<file path="src/rtl/imem_loader.sv">
// Byte-stream program loader: packs little-endian bytes into 32-bit imem words,
// appends a halt word after the image and holds the core off until loading completes.
module imem_loader #(
    parameter int unsigned DEPTH     = 128,
    parameter logic [31:0] HALT_WORD = 32'h0000_0063
) (
    input  logic        clk,
    input  logic        rst_n,
    input  logic        start,
    input  logic        in_valid,
    input  logic [7:0]  in_data,
    input  logic        in_last,
    output logic        in_ready,
    output logic        wr_en,
    output logic [31:0] wr_addr,
    output logic [31:0] wr_data,
    output logic        cpu_hold,
    output logic        busy,
    output logic        done,
    output logic        overflow,
    output logic [7:0]  word_count
);

    localparam int unsigned IdxW = $clog2(DEPTH + 1);
    localparam logic [IdxW-1:0] DepthIdx = IdxW'(DEPTH);

    typedef enum logic [2:0] {
        StIdle,
        StRecv,
        StWrite,
        StTerm,
        StDone
    } state_e;

    state_e          state_q, state_d;
    logic [1:0]      byte_idx_q, byte_idx_d;
    logic [IdxW-1:0] word_idx_q, word_idx_d;
    logic [IdxW-1:0] word_idx_inc;
    logic [31:0]     asm_q, asm_d;
    logic            last_q, last_d;
    logic            wr_en_q, wr_en_d;
    logic [31:0]     wr_addr_q, wr_addr_d;
    logic [31:0]     wr_data_q, wr_data_d;
    logic            cpu_hold_q, cpu_hold_d;
    logic            done_q, done_d;
    logic            overflow_q, overflow_d;
    logic [7:0]      word_count_q, word_count_d;

    assign word_idx_inc = word_idx_q + IdxW'(1);

    // The write strobe is registered on the edge that enters WRITE/TERM, so it is
    // visible during exactly the cycle the FSM spends in that state.
    always_comb begin
        state_d      = state_q;
        byte_idx_d   = byte_idx_q;
        word_idx_d   = word_idx_q;
        asm_d        = asm_q;
        last_d       = last_q;
        wr_en_d      = 1'b0;
        wr_addr_d    = wr_addr_q;
        wr_data_d    = wr_data_q;
        cpu_hold_d   = cpu_hold_q;
        done_d       = done_q;
        overflow_d   = overflow_q;
        word_count_d = word_count_q;

        unique case (state_q)
            StIdle, StDone: begin
                if (start) begin
                    state_d      = StRecv;
                    byte_idx_d   = 2'd0;
                    word_idx_d   = '0;
                    asm_d        = 32'd0;
                    last_d       = 1'b0;
                    cpu_hold_d   = 1'b1;
                    done_d       = 1'b0;
                    overflow_d   = 1'b0;
                    word_count_d = 8'd0;
                end
            end
            StRecv: begin
                if (in_valid) begin
                    asm_d[{byte_idx_q, 3'b000} +: 8] = in_data;
                    byte_idx_d = byte_idx_q + 2'd1;
                    last_d     = in_last;
                    if (byte_idx_q == 2'd3 || in_last) begin
                        state_d    = StWrite;
                        byte_idx_d = 2'd0;
                        if (word_idx_q < DepthIdx) begin
                            wr_en_d   = 1'b1;
                            wr_addr_d = 32'(word_idx_q) << 2;
                            wr_data_d = asm_d;
                        end
                    end
                end
            end
            StWrite: begin
                if (word_idx_q < DepthIdx) begin
                    word_idx_d   = word_idx_inc;
                    word_count_d = word_count_q + 8'd1;
                    asm_d        = 32'd0;
                    if (last_q) begin
                        state_d = StTerm;
                        // No room left for the terminator when the image fills imem.
                        if (word_idx_inc < DepthIdx) begin
                            wr_en_d   = 1'b1;
                            wr_addr_d = 32'(word_idx_inc) << 2;
                            wr_data_d = HALT_WORD;
                        end
                    end else begin
                        state_d = StRecv;
                    end
                end else begin
                    overflow_d = 1'b1;
                    done_d     = 1'b1;
                    cpu_hold_d = 1'b0;
                    state_d    = StDone;
                end
            end
            StTerm: begin
                done_d     = 1'b1;
                cpu_hold_d = 1'b0;
                state_d    = StDone;
            end
            default: begin
                state_d = StIdle;
            end
        endcase
    end

    always_ff @(posedge clk or negedge rst_n) begin
        if (!rst_n) begin
            state_q      <= StIdle;
            byte_idx_q   <= 2'd0;
            word_idx_q   <= '0;
            asm_q        <= 32'd0;
            last_q       <= 1'b0;
            wr_en_q      <= 1'b0;
            wr_addr_q    <= 32'd0;
            wr_data_q    <= 32'd0;
            cpu_hold_q   <= 1'b0;
            done_q       <= 1'b0;
            overflow_q   <= 1'b0;
            word_count_q <= 8'd0;
        end else begin
            state_q      <= state_d;
            byte_idx_q   <= byte_idx_d;
            word_idx_q   <= word_idx_d;
            asm_q        <= asm_d;
            last_q       <= last_d;
            wr_en_q      <= wr_en_d;
            wr_addr_q    <= wr_addr_d;
            wr_data_q    <= wr_data_d;
            cpu_hold_q   <= cpu_hold_d;
            done_q       <= done_d;
            overflow_q   <= overflow_d;
            word_count_q <= word_count_d;
        end
    end

    assign in_ready   = (state_q == StRecv);
    assign busy       = (state_q == StRecv) || (state_q == StWrite) || (state_q == StTerm);
    assign wr_en      = wr_en_q;
    assign wr_addr    = wr_addr_q;
    assign wr_data    = wr_data_q;
    assign cpu_hold   = cpu_hold_q;
    assign done       = done_q;
    assign overflow   = overflow_q;
    assign word_count = word_count_q;

endmodule

</file>
<file path="config.mk">
export PLATFORM = sky130hd
export DESIGN_NAME = imem_loader
export DESIGN_NICKNAME = d
export VERILOG_FILES = /design/src/rtl/imem_loader.sv
export SDC_FILE = /design/constraint.sdc
export NUM_CORES = 1
export LEC_CHECK = 0
export BUFFER_PORTS_ARGS = -buffer_cell sky130_fd_sc_hd__buf_4
export CAP_MARGIN = 20
export CORE_MARGIN = 4
export CORE_UTILIZATION = 40
export DETAILED_ROUTE_END_ITERATION = 7
export GPL_TIMING_DRIVEN = 1
export PLACE_DENSITY_LB_ADDON = 0.25
export SLEW_MARGIN = 30
export SYNTH_ARGS = -nofsm -noshare
export SYNTH_HDL_FRONTEND = slang
export SYNTH_SLANG_ARGS = --single-unit
</file>
<file path="constraint.sdc">
create_clock -name clk -period 2.2 [get_ports clk]
set_input_delay 0.33 -clock clk [delete_from_list [all_inputs] [get_ports clk]]
set_output_delay 0.33 -clock clk [all_outputs]
set_load 0.02 [all_outputs]
</file>
==> Word-level counts from Yosys, hierarchy flattened <==
Index checks and enable logic that the tools add are counted.
W data, S select, Z words.
{ "totals": {"mem_count": 0, "regBits": 122, "latchBits": 0, "mem_bits_rw": 0, "elab_cells": 100, "out_inout_bits": 78, "rom_bits": 0, "inputBits": 13} }
{ "op_classes": {"multipliers": 0, "shifts": 2, "add_sub_neg": 4, "magnitude_cmp": 2, "eq_ne": 13, "muxes": 50, "bitwise_logic": 0, "div_mod_pow": 0, "n_reduce_logical": 17} }
{ "op_table": {"columns": ["cell", "n"], "rows": [
  ["$mux W32", 15],
  ["$pmux W32 S2", 2],
  ["$pmux W32 S3", 1],
  ["$bwmux W32", 1],
  ["$pmux W8 S2", 2],
  ["$shift A8 B7 Y32 const A", 1],
  ["$shiftx A8 B7 Y32", 1],
  ["$mux W8", 3],
  ["$add A8 B1 Y8 const B", 2],
  ["$lt A8 B8 Y1 const B", 2],
  ["$reduce_and A3 Y1", 5],
  ["$mux W3", 4],
  ["$ne A2 B2 Y1 const B", 6],
  ["$pmux W3 S4", 1],
  ["$mux W1", 11],
  ["$mux W2", 4],
  ["$neg A5 Y7", 1],
  ["$reduce_and A7 Y1", 1],
  ["$eq A3 B2 Y1 const B", 2],
  ["$pmux W1 S2", 3],
  ["$pmux W1 S3", 2],
  ["$reduce_bool A2 Y1", 3],
  ["$reduce_bool A3 Y1", 2],
  ["$ne A2 B1 Y1 const B", 2],
  ["9 further kinds", 11]
]} }

==> Logic depth before layout (Yosys ltp) <==
{ "logic_depth": {"word_depth": 7, "ltp_mapped": 7, "depth_no_buf": 6} }

==> Worst setup path after synthesis <==
OpenSTA, ideal clock, no wires.
{ "synth_path": {"kind": "flip-flop to flip-flop", "startpoint": "reg state_q[1]", "endpoint": "reg wr_addr_q[3], in the netlist wr_addr[3]", "arrival_time_ns": 1.934, "setup_time_ns": 0.125, "path_slack_ns": 0.141, "stages_incl_launch_ff": 7, "path_buffers": 2, "t_required_ns": 2.075, "synth_period_minus_slack_ns": 2.059, "path_cell_list": "dfrtp_1 > or3b_1 > buf_2 > or4_1 > o21a_2 > buf_6 > mux2_4"} }
{ "synth_via": {"elab_chain_cells": 3, "elab_cells_between_ends": 11, "cone_classes": "eq/ne (8); mux (1); reduce/logical (2)"} }
{ "synth_lines": {"columns": ["element", "line", "source"], "rows": [
  ["from (decl)", "35", "state_e state_q, state_d;"],
  ["from (signal assigned)", "133", "state_q <= StIdle;"],
  ["from (signal assigned)", "146", "state_q <= state_d;"],
  ["$eq A3 B2 Y1 / $eq A3 B1 Y1 (equally long branches)", "67", "unique case (state_q)"],
  ["$ne A2 B2 Y1 (no source line) (tied with other cells)", null, null],
  ["$reduce_and A7 Y1 (no source line)", null, null],
  ["to (signal assigned)", "152", "wr_addr_q <= wr_addr_d;"],
  ["to (decl)", "42", "logic [31:0] wr_addr_q, wr_addr_d;"]
]} }
Parallel ways exist; a longest one is shown, timed or not.
A chain may end at the register's enable or synchronous reset.

==> Final worst setup path <==
{ "layout_path": {"startpoint": "reg byte_idx_q[0]", "endpoint": "reg asm_q[23]"} }
{ "layout_via": {"elab_chain_cells": 5, "elab_cells_between_ends": 6, "cone_classes": "add/sub (1); shift (2); mux (3)"} }
{ "layout_lines": {"columns": ["element", "line", "source"], "rows": [
  ["from (decl)", "36", "logic [1:0] byte_idx_q, byte_idx_d;"],
  ["from (signal assigned)", "147", "byte_idx_q <= byte_idx_d;"],
  ["$neg A5 Y7 *", "83", "asm_d[{byte_idx_q, 3'b000} +: 8] = in_data;"],
  ["$shiftx A8 B7 Y32 / $shift A8 B7 Y32 (equally long branches)", "83", null],
  ["$bwmux W32 *", "83", null],
  ["$mux W32 *", "82", "if (in_valid) begin"],
  ["$pmux W32 S3 *", "67", null],
  ["to (signal assigned)", "149", "asm_q <= asm_d;"],
  ["to (decl)", "39", "logic [31:0] asm_q, asm_d;"]
]} }
Mark *: on every way between the ends. The rest lies on a longest branch, timed or not. The select of a mux whose other input is x is not followed.

==> impl_metrics.yaml <==
timing:
  final.setup.tns_ns: 0
  relSlewSlack_pct: 58.3
  fin_worst_skew_ns: 0.00807
  clock.fmax_ghz: 0.495
  finalHoldViolCount: 0
  tightest_slew_ns: 0.624
  setup_viol: 0
  fin_crit_sh_pct: 91.8
  fin_crit_ns: 2.02
  rsz0062_at_grt: "no"
  finalMaxSlewViolations: 0
synth:
  yosysWarnings: 0
  ys_async_sr_fraction_pct: 100
  synth_area_per_cell_sq_um: 10.7
  ys.flop_type: "dfrtp_1"
  synth_edf_count: 0
  yosysSeqAreaShare_pct: 50.4
  syn_inst: 455
  synth_cell_types: 46
  synth-seq-cells: 98
  syn_area_sq_um: 4870
place:
  place_congestion: 0.828
  port_buffers: 66
  dp.cells: 664
  dp_hpwl_microns: 7700
  placed_area_sq_um: 5520
worst_setup_path:
  arrival_ns: 2.25
  r2r_cells: 7
  crit_path_end_kind: "register"
  start_kind: "register"
  r2r_setup_slack_ns: 0.18
  cp_max_fo: 8
  cp.required_ns: 2.43
  critical_path_class: "reg2reg"
  reg2reg_from: "byte_idx_q[0]"
  rr_endpoint: "asm_q[23]"
route:
  vias: 3530
  drt_iter0_drc: 190
  wl_per_cell_microns: 16.3
  drt-total-wl_microns: 11100
  drtPass1Iterations: 4
  drc: 0
  drtAntennaViolNets: 0
  via_per_inst: 5.18
clock_network:
  cts_buffers: 9
  clkTransAtPathRegs_ns: 0.07
  cts_tree: "built"
  clock_path_buffers: 2
  post_cts.repair.setup_buffers: 0
  clk_latency_ns: 0.34
  cts_sinks: 98
  htree_levels: 3
  cts_root_buffer: "clkbuf_16"
power:
  vdd_drop_max_v: 0.000636
  p_leak_nw: 2.88
  power.density_nw_per_um2: 1020
  p_total_mw: 5.97
die:
  die-area_sq_um: 14000
  pin_count: 91
  core_sq_um: 12000
  die_y_microns: 118
  rows: 40
  start_util_pct: 40.7
  die_w_microns: 118
run_status:
  status: "finished clean"
global_routing:
  grt_pass1_wl_microns: 18700
  grt_usage_pct: 16.6
  grt_pass1_vias: 3686
  grt_antenna_before_repair: 0
  grt.overflow.total: 0
  grt_max_degree: 43
run:
  cap_violations: 0
final_layout:
  utilization_pct: 48.8
  post-route-cell-area_sq_um: 5830
  layout-area-overhead-vs-synth_pct: 19.9
  finalNetCount: 551
  diodes: 0
  drive_above_1_share_pct: 27.7
  regArea_sq_um: 2450
  num-fill-cells: 1115
  multi_input_area_sq_um: 2170
  finalNonFillerCells: 681
min_path:
  worst_hold_path.num_cells: 2
  min_from: "in_valid"
  min_to: "last_q"
  min_path_type: "in2reg"
## how the worst max path moves through the flow
stage / cells after the start / to / slack (ns) / from
floorplan: 6 / wr_addr[3] / 0.14 / state_q[1]
global placement: 5 / wr_addr[9] / 0.13 / state_q[2]
detailed placement: 5 / wr_addr[9] / 0.10 / state_q[2]
CTS: 5 / wr_addr[9] / 0.09 / state_q[2]
global route: 7 / asm_q[23] / 0.05 / byte_idx_q[0]
finish: 7 / asm_q[23] / 0.18 / byte_idx_q[0]
## cells in the mapped netlist, types with 3 or more instances
master / number / area share (%)
nand2b_1: 5 / 0.64
o31ai_1: 3 / 0.46
nor4bb_1: 3 / 0.62
mux2_4: 7 / 2.2
nor2_1: 49 / 3.8
buf_4: 26 / 4.0
dfrtp_1: 98 / 50
a21o_1: 3 / 0.46
nand2_1: 15 / 1.2
and4_1: 3 / 0.54
nand3_1: 8 / 0.82
clkbuf_1: 15 / 1.2
a21oi_1: 41 / 4.2
mux2_2: 37 / 8.6
and2_1: 3 / 0.39
o21ai_0: 16 / 1.6
buf_2: 6 / 0.62
inv_1: 10 / 0.77
ha_1: 9 / 2.3
o2bb2ai_1: 28 / 5.0
or4_1: 3 / 0.46
nor2b_1: 33 / 4.2
xnor2_1: 5 / 0.90
## cell usage in the layout, fill, tap and decap left out, types with 2 or more instances in the layout
cell	n
xor2_1	2
clkinv_2	2
ha_1	9
or4_1	3
clkbuf_1	2
o31ai_1	3
or3_1	2
nor4bb_1	3
buf_12	2
nor2_1	49
mux2_4	7
a22o_1	2
nand2_1	15
or3b_1	2
o2bb2ai_1	28
nand4_1	2
nor2b_1	33
inv_1	10
buf_4	85
mux2_2	37
and4_1	3
a21o_1	3
xnor2_1	5
conb_1	24
clkbuf_16	9
o21ai_0	16
nand3_1	8
nand2b_1	5
a211oi_1	2
dfrtp_1	98
and2_1	3
a21oi_1	41
## per-layer routing
layer | vias up | track usage, % | part of all wire [%]
met5 | - | 0 | 0
met1 | 1735 | 22.2 | 46
met2 | 97 | 27.1 | 48
li1 | 1687 | - | -
met4 | 0 | 4.91 | 1.3
met3 | 11 | 3.78 | 4.7
## kinds of logic (layout without fill, tap and decap cells)
group                      after synthesis  in the layout  share of synthesized area [%]
and+or+nand+nor                        135            135                           14.6
AOI/OAI and AO/OA                      101            101                           13.6
DFF                                     98             98                           50.4
buffers and inverters                   59            115                           6.86
muxes                                   45             45                           10.9
adders and majority gates                9              9                           2.31
xor gates and xnor gates                 7              7                           1.26
other                                    1             24                         0.0770
## worst max-delay path, stage by stage, from the launching register on
cell and delay [ns]:
dfrtp_1 0.47, inv_1 0.14, ha_1 0.37, nor4bb_1 0.16
buf_4 0.18, a21oi_1 0.26, nor2_1 0.06, mux2_2 0.27
## final cells by class
class | count | area share [%]
multi-input cells | 321 | 37.3
clock inverters | 4 | 0.836
well taps | 147 | 3.15
repair buffers | 88 | 11.8
flip-flops and latches | 98 | 42.0
inverters | 11 | 0.708
clock buffers | 12 | 4.22
## flip-flops by register name (all words and copies together), names as in the netlist
name and flops:
asm_q 32, wr_data 32, word_count 8, word_idx_q 8, wr_addr 8, state_q 3
byte_idx_q 2, cpu_hold 1, done 1, last_q 1, overflow 1, wr_en 1
## stage by stage
| step | hold slack [ns] | setup slack [ns] |
|---|---|---|
| floorplan | 0.0344 | 0.141 |
| global placement | 0.303 | 0.132 |
| detailed placement | 0.313 | 0.103 |
| CTS | 0.260 | 0.0887 |
| global route | 0.268 | 0.0543 |
| finish | 0.276 | 0.181 |
## repair_timing
action / CTS / global route
hold buffers: 1 / 0
gates resized for setup: 0 / 1
endpoints found under the setup margin: 0 / 19
hold endpoints to repair: 29 / 0
## report_power, final
part | switching (mW) | internal, mW
clock network | 0.656 | 0.914
registers | 0.156 | 2.04
logic | 1.32 | 0.896
total | 2.13 | 3.85
(Power assumes the default switching activity.)
